<file path="src/rtl/iir_coe_loader.sv">
// iir_coe_loader
//
// Streams six-word biquad coefficient sets from a synchronous coefficient ROM
// to a bank of NUM_BANDS filters over a shared serial load port. Any band
// whose gain code changes (or every band on load_all or after reset) gets a
// new frame. Bands are served lowest index first.
//
// Frame layout on the outputs, one row per cycle:
//   F0..F6 : coe_en[b] high (7 beats)
//   F0..F5 : rom_rd high, rom_addr = {b, g, k}
//   F1     : coe = 0 (dummy slot)
//   F2..F7 : coe = ROM words 0..5 (b0 b1 b2 a0 a1 a2)
//   F7..   : GAP idle cycles, counting F7 as the first
//   F8     : frame_done pulse
//
// Ports:
//   clk_40k    : sample/data clock
//   rst        : asynchronous active-low reset
//   gain_sel   : per-band gain code, band b at [b*GAIN_W +: GAIN_W]
//   load_all   : one-cycle pulse, reload every band
//   rom_addr   : {band, clamped gain, word index}
//   rom_rd     : ROM read enable, data valid the following cycle
//   rom_data   : ROM word
//   coe        : Q2.15 coefficient bus shared by all bands
//   coe_en     : per-band frame enable, one-hot or zero
//   busy       : frame in progress or band pending
//   frame_done : receiver latches its new set at the end of this cycle

module iir_coe_loader #(
    parameter int unsigned NUM_BANDS = 10,
    parameter int unsigned BAND_W    = 4,
    parameter int unsigned GAIN_W    = 5,
    parameter int unsigned GAIN_MAX  = 24,
    parameter int unsigned GAP       = 2
) (
    input  logic                        clk_40k,
    input  logic                        rst,
    input  logic [NUM_BANDS*GAIN_W-1:0] gain_sel,
    input  logic                        load_all,
    output logic [BAND_W+GAIN_W+2:0]    rom_addr,
    output logic                        rom_rd,
    input  logic [16:0]                 rom_data,
    output logic [16:0]                 coe,
    output logic [NUM_BANDS-1:0]        coe_en,
    output logic                        busy,
    output logic                        frame_done
);

    // The FSM runs one cycle ahead of the registered outputs: internal count
    // value p produces the output row of frame cycle Fp on the next cycle.
    localparam int unsigned CntW    = $clog2(GAP + 8);
    localparam int unsigned LastCnt = 6 + GAP;

    typedef enum logic [1:0] {StIdle, StSend, StGap} state_e;

    state_e                 state_q, state_d;
    logic [CntW-1:0]        cnt_q, cnt_d;
    logic [BAND_W-1:0]      band_q, band_d;
    logic [GAIN_W-1:0]      gain_q, gain_d;
    logic [NUM_BANDS-1:0]   pending_q, pending_d;
    logic [GAIN_W-1:0]      shadow_q [NUM_BANDS];
    logic [GAIN_W-1:0]      shadow_d [NUM_BANDS];
    logic [GAIN_W-1:0]      gain_clamped [NUM_BANDS];

    logic                   rd_dly_q;
    logic                   last_en_q;
    logic                   start;
    logic                   pick_valid;
    logic [BAND_W-1:0]      pick_band;
    logic [GAIN_W-1:0]      pick_gain;

    logic [BAND_W+GAIN_W+2:0] rom_addr_d;
    logic                     rom_rd_d;
    logic [16:0]              coe_d;
    logic [NUM_BANDS-1:0]     coe_en_d;
    logic                     busy_d;

    function automatic logic [GAIN_W-1:0] clamp_gain(input logic [GAIN_W-1:0] g);
        if (32'(g) > GAIN_MAX) begin
            return GAIN_W'(GAIN_MAX);
        end
        return g;
    endfunction

    always_comb begin
        for (int b = 0; b < NUM_BANDS; b++) begin
            gain_clamped[b] = clamp_gain(gain_sel[b*GAIN_W +: GAIN_W]);
        end
    end

    // Lowest-index pending band wins.
    always_comb begin
        pick_valid = 1'b0;
        pick_band  = '0;
        pick_gain  = '0;
        for (int i = NUM_BANDS - 1; i >= 0; i--) begin
            if (pending_q[i]) begin
                pick_valid = 1'b1;
                pick_band  = BAND_W'(i);
                pick_gain  = gain_clamped[i];
            end
        end
    end

    always_comb begin
        state_d = state_q;
        cnt_d   = cnt_q;
        band_d  = band_q;
        gain_d  = gain_q;
        start   = 1'b0;

        unique case (state_q)
            StIdle: begin
                if (pick_valid) begin
                    start = 1'b1;
                end
            end
            StSend: begin
                cnt_d = cnt_q + 1'b1;
                if (cnt_q == CntW'(6)) begin
                    state_d = StGap;
                end
            end
            StGap: begin
                if (cnt_q == CntW'(LastCnt)) begin
                    // Chain straight into the next frame so the period stays 7+GAP.
                    if (pick_valid) begin
                        start = 1'b1;
                    end else begin
                        state_d = StIdle;
                    end
                end else begin
                    cnt_d = cnt_q + 1'b1;
                end
            end
            default: state_d = StIdle;
        endcase

        if (start) begin
            state_d = StSend;
            cnt_d   = '0;
            band_d  = pick_band;
            gain_d  = pick_gain;
        end
    end

    // Comparing against the next shadow keeps the band being started from
    // re-pending on its own latch, while a later change re-pends it.
    always_comb begin
        for (int b = 0; b < NUM_BANDS; b++) begin
            logic clr;
            clr          = start && (pick_band == BAND_W'(b));
            shadow_d[b]  = clr ? gain_clamped[b] : shadow_q[b];
            pending_d[b] = (pending_q[b] & ~clr)
                         | (gain_clamped[b] != shadow_d[b])
                         | load_all;
        end
    end

    always_comb begin
        for (int b = 0; b < NUM_BANDS; b++) begin
            coe_en_d[b] = (state_q == StSend) && (band_q == BAND_W'(b));
        end
        rom_rd_d   = (state_q == StSend) && (cnt_q <= CntW'(5));
        rom_addr_d = rom_rd_d ? {band_q, gain_q, cnt_q[2:0]} : rom_addr;
        if (rd_dly_q) begin
            coe_d = rom_data;
        end else if ((state_q == StSend) && (cnt_q == CntW'(1))) begin
            coe_d = '0;
        end else begin
            coe_d = coe;
        end
        busy_d = (state_d != StIdle) || (state_q != StIdle);
    end

    always_ff @(posedge clk_40k or negedge rst) begin
        if (!rst) begin
            state_q    <= StIdle;
            cnt_q      <= '0;
            band_q     <= '0;
            gain_q     <= '0;
            pending_q  <= '1;
            rd_dly_q   <= 1'b0;
            last_en_q  <= 1'b0;
            rom_addr   <= '0;
            rom_rd     <= 1'b0;
            coe        <= '0;
            coe_en     <= '0;
            busy       <= 1'b0;
            frame_done <= 1'b0;
            for (int b = 0; b < NUM_BANDS; b++) begin
                shadow_q[b] <= '0;
            end
        end else begin
            state_q    <= state_d;
            cnt_q      <= cnt_d;
            band_q     <= band_d;
            gain_q     <= gain_d;
            pending_q  <= pending_d;
            rd_dly_q   <= rom_rd;
            // High during F7, so frame_done lands in F8.
            last_en_q  <= (state_q == StGap) && (cnt_q == CntW'(7));
            rom_addr   <= rom_addr_d;
            rom_rd     <= rom_rd_d;
            coe        <= coe_d;
            coe_en     <= coe_en_d;
            busy       <= busy_d;
            frame_done <= last_en_q;
            for (int b = 0; b < NUM_BANDS; b++) begin
                shadow_q[b] <= shadow_d[b];
            end
        end
    end

endmodule
</file>
<file path="config.mk">
export PLATFORM = sky130hd
export DESIGN_NAME = iir_coe_loader
export DESIGN_NICKNAME = d
export VERILOG_FILES = /design/src/rtl/iir_coe_loader.sv
export SDC_FILE = /design/constraint.sdc
export NUM_CORES = 1
export LEC_CHECK = 0
export ABC_CLOCK_PERIOD_IN_PS = 6230
export CAP_MARGIN = 20
export CORE_ASPECT_RATIO = 1.2
export CORE_MARGIN = 1
export CORE_UTILIZATION = 25
export CTS_BUF_LIST = sky130_fd_sc_hd__clkbuf_4 sky130_fd_sc_hd__clkbuf_8
export CTS_CLUSTER_DIAMETER = 50
export DETAILED_ROUTE_END_ITERATION = 8
export GPL_TIMING_DRIVEN = 0
export MAX_ROUTING_LAYER = met4
export PLACE_DENSITY_LB_ADDON = 0.08
export SYNTH_ARGS = -nofsm -noshare
export SYNTH_HDL_FRONTEND = slang
export SYNTH_SLANG_ARGS = --single-unit
</file>
<file path="constraint.sdc">
create_clock -name clk_40k -period 6.23 [get_ports clk_40k]
set_input_delay 1.246 -clock clk_40k [delete_from_list [all_inputs] [get_ports clk_40k]]
set_output_delay 1.246 -clock clk_40k [all_outputs]
set_load 0.03 [all_outputs]
</file>
======== Yosys cells after proc, flatten, opt, wreduce, memory -nomap -nowiden ========
Cells that the tools add are included.
operators by class
  add/sub/neg operators ................... 1
  bitwise gates (word level) .............. 40
  multiplexer cells ....................... 83
  order comparisons ....................... 11
  equal/unequal tests ..................... 35
  reductions and logical operators ........ 32
operators by type and width
  operator                                                               number
  5-bit two-way mux                                                      40
  5-bit greater-than comparator, second input constant                   10
  5-bit inequality test                                                  10
  4-bit two-way mux                                                      12
  4-bit by 3-bit equality test with 1-bit output, second input constant  10
  17-bit two-way mux                                                     2
  1-bit logical AND                                                      23
  1-bit two-way mux                                                      22
  4-bit equality test, second input constant                             5
  1-bit bitwise OR                                                       20
  4-bit by 2-bit equality test with 1-bit output, second input constant  4
  4-bit by 1-bit equality test with 1-bit output, second input constant  3
  1-bit AND                                                              10
  1-bit NOT                                                              10
  4-bit zero test                                                        2
  2-bit two-way mux                                                      4
  4-bit one-hot mux with 2 select lines                                  1
  2-bit one-hot mux with 3 select lines                                  1
  2-bit nonzero test                                                     3
  4-bit by 1-bit adder with 4-bit output, second input constant          1
  4-bit by 3-bit <= comparator with 1-bit output, second input constant  1
  3-bit inequality test, second input constant                           1
  3-bit nonzero test                                                     1
  2-bit by 1-bit equality test with 1-bit output, second input constant  1
  other kinds (5)                                                        5
storage, ports and cells
  output and inout bits ................... 42
  logic and storage cells ................. 225
  input bits .............................. 70
  bits in registers ....................... 119

======== Longest topological paths before layout ========
Gate-level depths: netlist (run 1).
  depth after elaboration ................. 18
  gate-level depth with buffers ........... 8
  mapped depth without buffers ............ 7

======== Worst setup path after synthesis (run 1) ========
Ideal clock, no wire load.
  path kind ............................... flip-flop to flip-flop
  start ................................... reg cnt_q[0]
  end ..................................... reg shadow_q[3] in the netlist's numbering
  clock period less this slack ............ 2.353 ns
  arrival time ............................ 2.228 ns
  data required time ...................... 6.105 ns
  slack ................................... 3.877 ns
  setup time .............................. 0.125 ns
  cell stages (with the launch flop) ...... 8
  path buffers ............................ 0
  cells stage by stage .................... dfrtp_1 inv_1 ha_1 nand3b_4 a2111oi_4 nand3_1 nor2_2 mux2_2
RTL lines
  item                             line  RTL
  from (decl)                      57    logic [CntW-1:0] cnt_q, cnt_d;
  from (signal assigned)           196   cnt_q <= cnt_d;
  to (signal, indexed assignment)  210   shadow_q[b] <= shadow_d[b];
  to (decl)                        61    logic [GAIN_W-1:0] shadow_q [NUM_BANDS];

==> impl_metrics.xml, run 1 <==
<?xml version="1.0" encoding="UTF-8"?>
<metrics>
  <group name="placement">
    <metric name="detailed_place_hpwl" unit="mm">13.5</metric>
    <metric name="gp_congestion" unit="">0.787</metric>
    <metric name="placed_cell_area" unit="um2">7880</metric>
    <metric name="number_of_port_buffers" unit="">110</metric>
  </group>
  <group name="layout">
    <metric name="antenna_cells" unit="">0</metric>
    <metric name="area_delta_synth_final" unit="%">29.4</metric>
    <metric name="nNetsFinal" unit="">833</metric>
    <metric name="final_cell_area" unit="um2">8220</metric>
    <metric name="post_route_cells_drive_above_1_share" unit="%">13.5</metric>
  </group>
  <group name="sta">
    <metric name="timing.hold.ws" unit="ns">0.354</metric>
    <metric name="final_min_period_over_clock_period" unit="%">47.6</metric>
    <metric name="timing_hold_violations_final" unit="">0</metric>
    <metric name="grt_setup_unrepaired" unit="">false</metric>
    <metric name="finalSetupViolCount" unit="">0</metric>
    <metric name="slew_headroom" unit="%">39.7</metric>
    <metric name="worst-slew-pin-transition" unit="ns">0.881</metric>
    <metric name="final_max_slew_viol_count" unit="">0</metric>
    <metric name="fin_skew" unit="ns">0.0153</metric>
    <metric name="clock.fmax" unit="GHz">0.337</metric>
    <metric name="finalCriticalPeriod" unit="ns">2.97</metric>
  </group>
  <group name="logic_synthesis">
    <metric name="synth_seq_cells" unit="">119</metric>
    <metric name="yosysSeqAreaShare" unit="%">47.1</metric>
    <metric name="synth_area" unit="um2">6350</metric>
    <metric name="synth_simple_gate_area_share" unit="%">16.8</metric>
    <metric name="synth_cells" unit="">628</metric>
    <metric name="ys_dominant_reg_cell" unit="">dfrtp_1</metric>
    <metric name="synth-compound-area-share" unit="%">17.3</metric>
    <metric name="adder_cell_area_share_of_the_yosys_netlist" unit="%">0.986</metric>
    <metric name="synthMuxAreaShare" unit="%">8.50</metric>
    <metric name="synth_enable_flop_cells" unit="">0</metric>
    <metric name="ys_async_sr_fraction" unit="%">100</metric>
    <metric name="synth_xor_xnor_area_share" unit="%">5.66</metric>
    <metric name="postSynthNetCount" unit="">703</metric>
    <metric name="synth.lib_cells_used.distinct" unit="">64</metric>
    <metric name="yosysWarningCount" unit="">0</metric>
    <metric name="syn-mean-instance-area" unit="um2">10.1</metric>
    <metric name="largest_family_of_logic_cells_by_synthesized_area" unit="">compound AO/OA/AOI/OAI gates</metric>
  </group>
  <group name="clock_tree">
    <metric name="clk_root_buffer_cell" unit="">clkbuf_8</metric>
    <metric name="cts_num_sinks" unit="">119</metric>
    <metric name="cts_hold_buf" unit="">0</metric>
    <metric name="cts.path.max_buffers" unit="">2</metric>
    <metric name="cts.repair_timing.setup_buffer_count" unit="">0</metric>
    <metric name="post_cts.resized_instances" unit="">0</metric>
    <metric name="tritoncts" unit="">done</metric>
    <metric name="numCtsBuffers" unit="">17</metric>
    <metric name="clock_latency" unit="ns">0.44</metric>
    <metric name="clk_transition_reported_paths" unit="ns">0.07</metric>
    <metric name="ctsHtreeMaxLevel" unit="">4</metric>
  </group>
  <group name="power">
    <metric name="power_density" unit="nW/um2">194</metric>
    <metric name="worst_ir_drop_vdd" unit="V">0.000134</metric>
    <metric name="power.leakage" unit="nW">3.50</metric>
    <metric name="finalPower" unit="W">0.00160</metric>
  </group>
  <group name="status">
    <metric name="status" unit="">finished clean</metric>
  </group>
  <group name="global_route">
    <metric name="first_global_vias" unit="">5402</metric>
    <metric name="grt_max_degree" unit="">86</metric>
    <metric name="antenna_found_initial" unit="">0</metric>
    <metric name="grt_overflow" unit="">0</metric>
    <metric name="groute.usage.overall" unit="%">14.8</metric>
    <metric name="grt_first_pass_wirelength" unit="mm">29.2</metric>
  </group>
  <group name="critical_path">
    <metric name="worstPathRequired" unit="ns">6.55</metric>
    <metric name="max_stage_delay" unit="ns">0.59</metric>
    <metric name="worst_setup_path_end_kind" unit="">register</metric>
    <metric name="critical_path_class" unit="">register to register</metric>
    <metric name="crit_chain" unit="">inv_1 &gt; ha_1 &gt; nand3b_4 &gt; a2111oi_4 &gt; o211ai_1 &gt; nor2_4 &gt; mux2_2</metric>
    <metric name="critical-path-slowest-cell" unit="">a2111oi_4</metric>
    <metric name="arrival" unit="ns">3.29</metric>
    <metric name="critPathMaxFanout" unit="">7</metric>
    <metric name="startpoint_type" unit="">register</metric>
  </group>
  <group name="drt">
    <metric name="ant_nets" unit="">0</metric>
    <metric name="vias_per_cell" unit="">4.80</metric>
    <metric name="drcViolationCount" unit="">0</metric>
    <metric name="wl" unit="mm">17.8</metric>
    <metric name="vias" unit="">5253</metric>
    <metric name="wl_per_cell" unit="um">16.3</metric>
    <metric name="dr.first_iter.drc_count" unit="">211</metric>
    <metric name="drt-pass1-iter-count" unit="">4</metric>
  </group>
  <group name="die">
    <metric name="start_util" unit="%">25.6</metric>
    <metric name="die-width" unit="um">147</metric>
    <metric name="die-area" unit="um2">26000</metric>
    <metric name="fp.dieH" unit="um">177</metric>
    <metric name="boundaryPins" unit="">112</metric>
    <metric name="core_area" unit="um2">24800</metric>
    <metric name="placementRows" unit="">63</metric>
  </group>
  <group name="job">
    <metric name="drv.max_cap_violation_count" unit="">0</metric>
  </group>
  <group name="min_path">
    <metric name="hold_class" unit="">register to register</metric>
  </group>
</metrics>
-- stage by stage --
step                cells  TNS (ns)  util (%)  worst slack, ns
floorplan             628         0         -             3.88
global placement     1063   -124.47      31.6            -1.15
detailed placement   1064         0      31.8             2.89
CTS                  1094         0      33.1             3.26
global route         1094         0      33.1             3.09
finish               1094         0      33.1             3.26
-- layout by cell type, fill, tap and decap left out, types with 5 or more instances in the layout --
cell type / n
o211ai_1: 5
a31oi_1: 19
o21bai_1: 9
nor2_1: 28
o22ai_1: 10
o31ai_1: 5
o21ai_0: 33
xor2_1: 29
dfstp_2: 10
mux2_2: 35
buf_2: 6
nand3_1: 26
a2111oi_0: 5
clkinv_2: 5
mux2i_1: 10
clkdlybuf4s50_1: 109
xnor2_1: 12
clkbuf_8: 19
nor3_1: 22
a22o_1: 17
a2bb2oi_1: 5
nand2_1: 61
nor4_1: 9
a221oi_1: 5
inv_1: 30
clkbuf_1: 15
a21oi_1: 17
nand2b_1: 5
and2_1: 7
nand3b_1: 10
ha_1: 5
nor2b_1: 12
dfrtp_1: 109
-- state kept, by name, summed over array words and instances (netlist names) --
signal	count
rd_dly_q	1
rom_addr	12
last_en_q	1
frame_done	1
busy	1
shadow_q	50
pending_q	10
gain_q	5
rom_rd	1
cnt_q	4
band_q	4
coe_en	10
state_q	2
coe	17
-- cells in the mapped netlist (5+ instances only) --
cell       instances  share of area [%]
dfrtp_1          109                 43
nand2_1           61                3.6
mux2_2            35                6.2
o21ai_0           33                2.6
inv_1             30                1.8
xor2_1            29                4.0
nor2_1            28                1.7
nand3_1           26                2.0
nor3_1            22                1.7
a31oi_1           19                1.9
a21oi_1           17                1.3
a22o_1            17                2.3
clkbuf_1          15               0.89
nor2b_1           12                1.2
xnor2_1           12                1.7
dfstp_2           10                4.1
mux2i_1           10                1.6
nand3b_1          10                1.2
o22ai_1           10               0.99
nor4_1             9               0.89
o21bai_1           9                1.1
and2_1             7               0.69
buf_2              6               0.47
a2111oi_0          5               0.69
a221oi_1           5               0.69
a2bb2oi_1          5               0.69
ha_1               5               0.99
nand2b_1           5               0.49
o211ai_1           5               0.59
o31ai_1            5               0.59
-- critical path: cells and delay by family, from the launching register on --
| family | cells | cell delay (ns) |
|---|---|---|
| AOI/OAI and AO/OA | 2 | 1.06 |
| and+or+nand+nor | 2 | 0.49 |
| DFF | 1 | 0.46 |
| muxes | 1 | 0.37 |
| adders and majority gates | 1 | 0.26 |
| buffers and inverters | 1 | 0.20 |
-- final timing paths --
check | start | end | slack, ns | depth (start not counted)
max in group asynchronous | rst | pending_q[0]$_DFF_PN1_ | 4.76 | 2
min in group asynchronous | rst | shadow_q[2]$_DFF_PN0_ | 0.71 | 1
min | last_en_q$_DFF_PN0_ | frame_done$_DFF_PN0_ | 0.35 | 0
max reg2reg | cnt_q[0]$_DFFE_PN0P_ | shadow_q[20]$_DFF_PN0_ | 3.26 | 7
max | cnt_q[0]$_DFFE_PN0P_ | shadow_q[20]$_DFF_PN0_ | 3.26 | 7
min reg2reg | last_en_q$_DFF_PN0_ | frame_done$_DFF_PN0_ | 0.35 | 0
-- cells by family after synthesis --
family | Yosys count
buffers and inverters | 55
AOI/OAI and AO/OA | 156
adders and majority gates | 5
DFF | 119
muxes | 48
xor gates and xnor gates | 41
and+or+nand+nor | 204
-- cell type report --
type	instances	area (um2)
Sequential cell	119	2990
Inverter	30	113
Multi-Input combinational cell	454	3130
Timing Repair Buffer	111	1130
Fill cell	2564	16600
Tap cell	325	407
Buffer	25	116
Clock inverter	9	55.1
Clock buffer	21	277
-- power breakdown --
part | switching (W) | total, W | internal [W]
combinational | 0.0000948 | 0.000183 | 0.0000885
clock | 0.000322 | 0.000618 | 0.000296
sequential | 0.00000979 | 0.000796 | 0.000786
total | 0.000427 | 0.00160 | 0.00117
-- per-layer routing --
layer	track usage (%)	wire, um	vias up
met5	-	0	-
met3	2.43	603	25
met4	5.97	470	0
li1	-	-	2539
met2	24.6	8770	125
met1	17.7	7950	2564
(Power assumes the default switching activity.)
==> run 2: changes to the inputs <==
--- a/config.mk
+++ b/config.mk
@@ -5,7 +5,7 @@
 export SDC_FILE = /design/constraint.sdc
 export NUM_CORES = 1
 export LEC_CHECK = 0
-export ABC_CLOCK_PERIOD_IN_PS = 6230
+export ABC_CLOCK_PERIOD_IN_PS = 3000
 export CAP_MARGIN = 20
 export CORE_ASPECT_RATIO = 1.2
 export CORE_MARGIN = 1
==> constraint.sdc (replaced) <==
create_clock -name clk_40k -period 3 [get_ports clk_40k]
set_input_delay 0.6 -clock clk_40k [delete_from_list [all_inputs] [get_ports clk_40k]]
set_output_delay 0.6 -clock clk_40k [all_outputs]
set_load 0.03 [all_outputs]
==> run 2 against run 1 <==
Compared with the run above: wire length shrank 0.16%; largest power group unchanged; sequential share of layout area down 0.12 points; clock-buffer cell count did not move; flip-flop and latch count did not move; combinational power is 110% higher; design area grew 0.34%; critical endpoint is now shadow_q[15]$_DFF_PN0_; clock skew about the same; critical path depth did not move; setup slack worse by 3.1 ns; highest routed layer unchanged; first-iteration DRC count grew 0.95%; clock power up 110%.
==> impl_metrics.xml, run 2 (synthesis results as in run 1) <==
<?xml version="1.0" encoding="UTF-8"?>
<metrics>
  <group name="drt">
    <metric name="drt-pass1-iter-count" unit="">5</metric>
    <metric name="wl" unit="mm">17.8</metric>
    <metric name="ant_nets" unit="">0</metric>
    <metric name="vias" unit="">5237</metric>
    <metric name="drcViolationCount" unit="">0</metric>
    <metric name="vias_per_cell" unit="">4.77</metric>
    <metric name="wl_per_cell" unit="um">16.2</metric>
    <metric name="dr.first_iter.drc_count" unit="">213</metric>
  </group>
  <group name="global_route">
    <metric name="grt_first_pass_wirelength" unit="mm">29.2</metric>
    <metric name="groute.usage.overall" unit="%">14.8</metric>
    <metric name="grt_max_degree" unit="">86</metric>
    <metric name="antenna_found_initial" unit="">0</metric>
    <metric name="first_global_vias" unit="">5402</metric>
    <metric name="grt_overflow" unit="">0</metric>
  </group>
  <group name="sta">
    <metric name="slew_headroom" unit="%">39.9</metric>
    <metric name="final_min_period_over_clock_period" unit="%">94.6</metric>
    <metric name="grt_setup_unrepaired" unit="">false</metric>
    <metric name="finalCriticalPeriod" unit="ns">2.84</metric>
    <metric name="finalSetupViolCount" unit="">0</metric>
    <metric name="clock.fmax" unit="GHz">0.352</metric>
    <metric name="timing_hold_violations_final" unit="">0</metric>
    <metric name="fin_skew" unit="ns">0.0151</metric>
    <metric name="final_max_slew_viol_count" unit="">0</metric>
    <metric name="timing.hold.ws" unit="ns">0.0676</metric>
    <metric name="worst-slew-pin-transition" unit="ns">0.879</metric>
  </group>
  <group name="clock_tree">
    <metric name="clk_transition_reported_paths" unit="ns">0.08</metric>
    <metric name="ctsHtreeMaxLevel" unit="">4</metric>
    <metric name="tritoncts" unit="">done</metric>
    <metric name="cts_hold_buf" unit="">0</metric>
    <metric name="cts.path.max_buffers" unit="">2</metric>
    <metric name="numCtsBuffers" unit="">17</metric>
    <metric name="cts_num_sinks" unit="">119</metric>
    <metric name="clock_latency" unit="ns">0.43</metric>
    <metric name="clk_root_buffer_cell" unit="">clkbuf_8</metric>
  </group>
  <group name="placement">
    <metric name="placed_cell_area" unit="um2">7880</metric>
    <metric name="placedCellCount" unit="">1064</metric>
    <metric name="gp_congestion" unit="">0.787</metric>
    <metric name="detailed_place_hpwl" unit="mm">13.5</metric>
    <metric name="number_of_port_buffers" unit="">110</metric>
  </group>
  <group name="layout">
    <metric name="antenna_cells" unit="">0</metric>
    <metric name="largest_reg_flops" unit="">50</metric>
    <metric name="area_delta_synth_final" unit="%">29.9</metric>
    <metric name="layout_filler_cell_count" unit="">2562</metric>
    <metric name="post_route_cells_drive_above_1_share" unit="%">13.9</metric>
    <metric name="layout_common_cells" unit="">109 x dfrtp_1, 109 x clkdlybuf4s50_1, 61 x nand2_1</metric>
    <metric name="final_cell_area" unit="um2">8240</metric>
    <metric name="top_regs" unit="">shadow_q (50), coe (17), rom_addr (12)</metric>
    <metric name="nNetsFinal" unit="">836</metric>
    <metric name="register_bank_with_the_most_flops" unit="">shadow_q</metric>
    <metric name="final-instance-count-excl-fill" unit="">1097</metric>
  </group>
  <group name="critical_path">
    <metric name="startpoint_type" unit="">register</metric>
    <metric name="critPathTopFamily" unit="">simple AND/OR/NAND/NOR gates</metric>
    <metric name="worst_setup_path_end_kind" unit="">register</metric>
    <metric name="critical-path-slowest-cell" unit="">nor3b_2</metric>
    <metric name="critical_path_class" unit="">register to register</metric>
    <metric name="worst-path-buf-inv" unit="">1</metric>
    <metric name="critPathMaxFanout" unit="">6</metric>
    <metric name="max_stage_delay" unit="ns">0.58</metric>
    <metric name="crit_chain" unit="">inv_1 &gt; ha_1 &gt; nand3b_4 &gt; a2111oi_4 &gt; nand2_2 &gt; nor3b_2 &gt; mux2_2</metric>
    <metric name="worstPathRequired" unit="ns">3.32</metric>
    <metric name="arrival" unit="ns">3.16</metric>
  </group>
  <group name="power">
    <metric name="worst_ir_drop_vdd" unit="V">0.000273</metric>
    <metric name="power_density" unit="nW/um2">402</metric>
    <metric name="power.leakage" unit="nW">3.51</metric>
  </group>
  <group name="die">
    <metric name="start_util" unit="%">25.6</metric>
    <metric name="placementRows" unit="">63</metric>
    <metric name="boundaryPins" unit="">112</metric>
    <metric name="die-area" unit="um2">26000</metric>
    <metric name="die-width" unit="um">147</metric>
    <metric name="fp.dieH" unit="um">177</metric>
    <metric name="core_area" unit="um2">24800</metric>
  </group>
  <group name="job">
    <metric name="drv.max_cap_violation_count" unit="">0</metric>
  </group>
  <group name="status">
    <metric name="status" unit="">finished clean</metric>
  </group>
  <group name="min_path">
    <metric name="hold_class" unit="">input port to asynchronous set/reset pin</metric>
  </group>
</metrics>
==> run 2: cell count changes in the layout (fill, tap and decap cells not counted) <==
cell and change:
nor2_4 +1, buf_4 +3, nor2_2 -1
==> run 2: per-layer routing <==
layer,up-vias,global-route usage (%),part of all wire (%)
li1,2545,-,-
met1,2555,17.7,45
met2,119,24.6,49
met3,18,2.43,3.2
met4,0,5.97,2.2
met5,-,-,0
==> run 2: final cells by class <==
type | instances | area, um2 | area share, %
Clock inverter | 9 | 55.1 | 0.668
Timing Repair Buffer | 114 | 1150 | 14.0
Multi-Input combinational cell | 454 | 3130 | 38.0
Tap cell | 325 | 407 | 4.93
Clock buffer | 21 | 277 | 3.35
Buffer | 25 | 116 | 1.41
Sequential cell | 119 | 2990 | 36.3
Inverter | 30 | 113 | 1.37
==> run 2: timing repair <==
item / 4_1_cts / 5_1_grt
resized for setup: 0 / 1
endpoints found under the setup margin: 0 / 9
buffers inserted: 0 / 3
==> run 2: worst register-to-register path, cell delays in order, from the launching register on <==
cell and delay, ns:
dfrtp_1 0.46, inv_1 0.20, ha_1 0.26, nand3b_4 0.13, a2111oi_4 0.58, nand2_2 0.11, nor3b_2 0.58, mux2_2 0.42
==> run 2: per-stage QoR <==
step           utilization [%]  TNS, ns  setup WS [ns]  power [W]
2_1_floorplan                -        0          0.647    0.00183
3_3_place_gp              31.6  -427.38          -3.74    0.00206
3_5_place_dp              31.8        0         0.0563    0.00207
4_1_cts                   33.1        0         0.0268    0.00338
5_1_grt                   33.2        0        0.00266    0.00349
6_report                  33.2        0          0.161    0.00331
==> run 2: final timing paths <==
path / start / slack, ns / to / cells after the start
max in group asynchronous: rst / 2.17 / pending_q[0]$_DFF_PN1_ / 2
hold reg to reg: last_en_q$_DFF_PN0_ / 0.35 / frame_done$_DFF_PN0_ / 0
min in group clk_40k: last_en_q$_DFF_PN0_ / 0.35 / frame_done$_DFF_PN0_ / 0
setup reg to reg: cnt_q[0]$_DFFE_PN0P_ / 0.16 / shadow_q[15]$_DFF_PN0_ / 7
hold / removal: rst / 0.07 / shadow_q[12]$_DFF_PN0_ / 1
setup / recovery: cnt_q[0]$_DFFE_PN0P_ / 0.16 / shadow_q[15]$_DFF_PN0_ / 7
==> run 2: report_power, final <==
group	leakage (nW)	switching [W]	internal (W)
logic	1.93	0.000197	0.000184
registers	1.41	0.0000201	0.00163
clock network	0.166	0.000666	0.000615
